===== src/rtl/tdm_demux.sv =====
// -----------------------------------------------------------------------------
// tdm_demux
//
// Receiver for a serial, time-interleaved 2-channel bit stream. Each accepted
// bit is steered by `sel` to channel 0 or 1 and shifted MSB first into that
// channel's word. A completed word is moved into a per-channel holding
// register and offered downstream with a valid/ready handshake.
//
// Handshake semantics (all interfaces): a transfer happens on a rising clk
// edge where valid && ready are both 1. The source holds its payload stable
// while valid=1 and ready=0. Here the upstream side may only be stalled on
// the final bit of a word, when the addressed holding register is still full
// and is not being drained in the same cycle.
//
// Optional feature macro: TDM_DEMUX_PARITY_EN
//   Defined   : each word is WIDTH data bits followed by one even-parity bit;
//               par_err_c flags a parity mismatch and is held with the word.
//   Undefined : words are WIDTH bits; par_err_0/par_err_1 are constant 0.
//
// Parameters:
//   WIDTH         data bits per channel word (2..32)
//
// Ports:
//   clk           rising-edge clock
//   rst           synchronous reset, active-high
//   din           serial data bit
//   sel           channel select for din (0 = ch0, 1 = ch1)
//   din_valid     din/sel qualify this cycle
//   din_ready     block can accept the offered bit (combinational, depends on sel)
//   dout_0        channel 0 assembled word
//   dout_0_valid  dout_0 holds an unconsumed word
//   dout_0_ready  downstream consumes dout_0
//   dout_1        channel 1 assembled word
//   dout_1_valid  dout_1 holds an unconsumed word
//   dout_1_ready  downstream consumes dout_1
//   par_err_0     parity error on the current dout_0 word
//   par_err_1     parity error on the current dout_1 word
// -----------------------------------------------------------------------------
module tdm_demux #(
    parameter int WIDTH = 8
) (
    input  logic             clk,
    input  logic             rst,
    input  logic             din,
    input  logic             sel,
    input  logic             din_valid,
    output logic             din_ready,
    output logic [WIDTH-1:0] dout_0,
    output logic             dout_0_valid,
    input  logic             dout_0_ready,
    output logic [WIDTH-1:0] dout_1,
    output logic             dout_1_valid,
    input  logic             dout_1_ready,
    output logic             par_err_0,
    output logic             par_err_1
);

`ifdef TDM_DEMUX_PARITY_EN
    localparam int NB = WIDTH + 1;   // serial bits per word incl. parity
`else
    localparam int NB = WIDTH;
`endif
    // Bits held before the final bit arrives.
    localparam int SRW = NB - 1;
    localparam int CW  = $clog2(NB);
    localparam logic [CW-1:0] LAST = CW'(NB - 1);

    logic [1:0][SRW-1:0]   sr;
    logic [1:0][CW-1:0]    cnt;
    logic [1:0][WIDTH-1:0] hold;
    logic [1:0]            hold_valid;
    logic [1:0]            hold_ready;
    logic                  accept;

    assign hold_ready = {dout_1_ready, dout_0_ready};

    // Only the final bit of a word can be stalled; draining in the same cycle
    // frees the holding register, so it does not stall.
    assign din_ready = !((cnt[sel] == LAST) && hold_valid[sel] && !hold_ready[sel]);
    assign accept    = din_valid && din_ready;

`ifdef TDM_DEMUX_PARITY_EN
    logic [1:0] perr;
`endif

    always_ff @(posedge clk) begin
        if (rst) begin
            sr         <= '0;
            cnt        <= '0;
            hold       <= '0;
            hold_valid <= '0;
`ifdef TDM_DEMUX_PARITY_EN
            perr       <= '0;
`endif
        end else begin
            for (int c = 0; c < 2; c++) begin
                if (accept && (sel == 1'(c)) && (cnt[c] == LAST)) begin
                    // Load wins over a simultaneous consume: no bubble.
`ifdef TDM_DEMUX_PARITY_EN
                    hold[c] <= sr[c];
                    perr[c] <= (^sr[c]) ^ din;
`else
                    hold[c] <= {sr[c], din};
`endif
                    hold_valid[c] <= 1'b1;
                    cnt[c]        <= '0;
                end else begin
                    if (accept && (sel == 1'(c))) begin
                        // Cast keeps the low SRW bits, i.e. shift left by one.
                        sr[c]  <= SRW'({sr[c], din});
                        cnt[c] <= cnt[c] + 1'b1;
                    end
                    if (hold_ready[c]) begin
                        hold_valid[c] <= 1'b0;
                    end
                end
            end
        end
    end

    assign dout_0       = hold[0];
    assign dout_1       = hold[1];
    assign dout_0_valid = hold_valid[0];
    assign dout_1_valid = hold_valid[1];

`ifdef TDM_DEMUX_PARITY_EN
    assign par_err_0 = perr[0];
    assign par_err_1 = perr[1];
`else
    assign par_err_0 = 1'b0;
    assign par_err_1 = 1'b0;
`endif

endmodule


===== config.mk =====
export PLATFORM = sky130hd
export DESIGN_NAME = tdm_demux
export DESIGN_NICKNAME = d
export VERILOG_FILES = /design/src/rtl/tdm_demux.sv
export SDC_FILE = /design/constraint.sdc
export NUM_CORES = 1
export LEC_CHECK = 0
export ABC_AREA = 1
export BUFFER_PORTS_ARGS = -buffer_cell sky130_fd_sc_hd__buf_2
export CAP_MARGIN = 20
export CORE_UTILIZATION = 55
export CTS_BUF_LIST = sky130_fd_sc_hd__clkbuf_8 sky130_fd_sc_hd__clkbuf_16
export CTS_CLUSTER_DIAMETER = 40
export DETAILED_ROUTE_END_ITERATION = 7
export PLACE_DENSITY_LB_ADDON = 0.05
export SLEW_MARGIN = 20
export SYNTH_ARGS = -nofsm -noshare
export SYNTH_HDL_FRONTEND = slang
export SYNTH_SLANG_ARGS = --single-unit
export TNS_END_PERCENT = 1

===== constraint.sdc =====
create_clock -name clk -period 1.7 [get_ports clk]
set_input_delay 0.255 -clock clk [delete_from_list [all_inputs] [get_ports clk]]
set_output_delay 0.255 -clock clk [all_outputs]
set_load 0.1 [all_outputs]

==> flow_summary.ini <==
[critical_path]
regToRegSetupSlack_ps = 240
crit_start = cnt[3]
crit_path_cell_trace = nand2_1 > nor2_1 > nand2_1 > nand2_1 > inv_1 > buf_4
rr_worst_depth = 6
startpoint_type = flop
endpoint = din_ready
required_ps = 1440
crit_type = reg -> out
cp_max_fo = 4
slowest_stage = dfxtp_1
crit_path_frequent_cell = nand2_1
r2r-start = cnt[3]
max_stage_delay_ps = 390
arrival_ps = 1290
timing.rr.end = sr[11]
end_kind = primary output

[placed_design]
portBuffers = 25
place_ws_ps = 249
dp_hpwl_um = 2250
finalWeightedCongestion = 0.791

[synth]
synth_edf_count = 0
synth_top_area_share_pct = 45.0
ys_warn_count = 0
async_flop_share_pct = 0
yosysTopAreaCell = dfxtp_1
synth_cell_types = 15
synth_common_cells = nor2_1, dfxtp_1, nand2_1
synth.cell_area_mm2 = 0.00169
syn_avg_cell_area_um2 = 6.66
synth-seq-area-share_pct = 45.0
synthMostInstantiatedCell = nor2_1
synth_flop_cell = dfxtp_1
synth.area.top_cells = dfxtp_1, nor2_1, nand3_1, nand2_1, inv_1
syn_inst = 254
ys_ff_latch = 38

[route]
drtIter0Drc = 37
drc = 1
viasPerCell = 4.77
wl_um = 3180
ant_nets = 0
vias = 1525
routedWlPerCell_um = 9.94
drt_first_pass_iters = 7

[cells_and_area]
final_nets = 299
drive_gt1_share_pct = 18.0
fin_util_pct = 70.1
antenna_cells = 0
seqCellArea_um2 = 763
area_growth_pct = 17.2
multi_input_area_um2 = 759
final.fill_count = 270

[hold_path]
min_path_type = in -> reg

[run]
cap_violations = 0

[status]
outcome = finished, violations left
violations = DRC

[timing]
hold_viol_final = 0
grt_setup_unrepaired = false
fmax_ghz = 0.647
finalSetupViolCount = 0
slew_viol_final = 0
tns_ps = 0
fin_crit_sh_pct = 90.9
finalCriticalPeriod_ps = 1550
setup_slack_ps = 154
fin_skew_ps = 3.47

[power_and_ir_drop]
peakVddDrop_v = 0.000851
p_per_area_mw_per_mm2 = 882
p_leak_nw = 0.949

[cts]
cts_sinks = 38
post_cts_buffers = 0
clkTransAtPathRegs_ps = 80
worstSkewPairLatency_ps = 290
numCtsBuffers = 5
cts.repair.resized = 0
htree_levels = 2
cts_hold_buf = 0
root_buffer = clkbuf_8
cts_tree = done
clockBufferDepth = 2

[floorplanning]
rows = 19
core-area_mm2 = 0.00283
dieHeight_um = 57.5
dieArea_mm2 = 0.00330
start_util_pct = 59.8
io_pins = 28
die_w_um = 57.5

[global_routing]
grt_max_degree = 19
grt_pass1_wl_um = 5690
grt_usage_pct = 22.7
grt_pass1_vias = 1364
overflow = 0
antenna_found_initial = 0
final cells by class:
cell class,instances,share of cell area (%)
clock buffers,6,4.16
flip-flops and latches,38,38.5
clock inverters,2,0.631
well taps,31,1.96
repair buffers,35,10.2
inverters,33,6.25
multi-input cells,175,38.3
sequential cells by signal, summed over array words and instances, names as in the netlist:
register / flops
dout_0: 8
sr: 14
hold_valid: 2
dout_1: 8
cnt: 6
per-layer routing:
layer	global-route usage, %	part of all wire, %	vias up
met3	7.71	3.3	4
met5	0	0	-
met1	25.5	47	667
met2	38.4	49	25
met4	11.1	0.82	0
li1	-	-	829
power breakdown:
part	total (mW)	switching, mW	internal (mW)
Clock	0.658	0.331	0.326
Sequential	0.931	0.0153	0.915
Combinational	0.161	0.107	0.0541
Total	1.75	0.454	1.30
cells in the final DEF, fill, tap and decap left out, types with 2 or more instances in the layout:
cell type	synthesis	routed
o21ai_0	2	2
nand2_1	38	38
ha_1	4	4
inv_1	31	31
buf_4	4	11
clkbuf_8	0	6
buf_2	2	24
conb_1	1	2
dfxtp_2	0	2
nor2_2	6	6
clkinv_1	2	2
dfxtp_1	38	36
nor2_1	89	89
nand3_1	31	31
nand4_1	2	2
worst min path at each step:
| stage | startpoint | depth (start not counted) | end |
|---|---|---|---|
| final | rst | 2 | hold_valid[1] |
| after global routing | rst | 2 | hold_valid[1] |
| after CTS | rst | 2 | hold_valid[1] |
| after detailed placement | rst | 2 | hold_valid[1] |
| after global placement | rst | 2 | hold_valid[0] |
| after floorplan | rst | 1 | hold_valid[0] |
through the flow:
stage / std cells / hold WS (ps) / area [um2] / power, mW
after CTS: 320 / 139 / 1980 / 1.77
after global placement: 312 / 456 / 1890 / 1.11
final: 320 / 155 / 1980 / 1.75
after floorplan: 255 / 320 / 1700 / 1.08
after global routing: 320 / 138 / 1980 / 1.84
after detailed placement: 312 / 463 / 1890 / 1.11
logic make-up (layout without fill, tap and decap cells):
family	Yosys count	after routing	share of synthesized area, %
and+or+nand+nor	167	167	40.9
buffers and inverters	42	76	10.4
DFF	38	38	45.0
adders and majority gates	4	4	2.96
AOI/OAI and AO/OA	2	2	0.592
other	1	2	0.222
critical path, delay by kind of cell, from the launching register on:
| kind | cells | cell delay, ps |
|---|---|---|
| flip-flops | 1 | 390 |
| AND/OR/NAND/NOR | 4 | 350 |
| buffers and inverters | 2 | 260 |
Power figures use the tool's default switching activity.
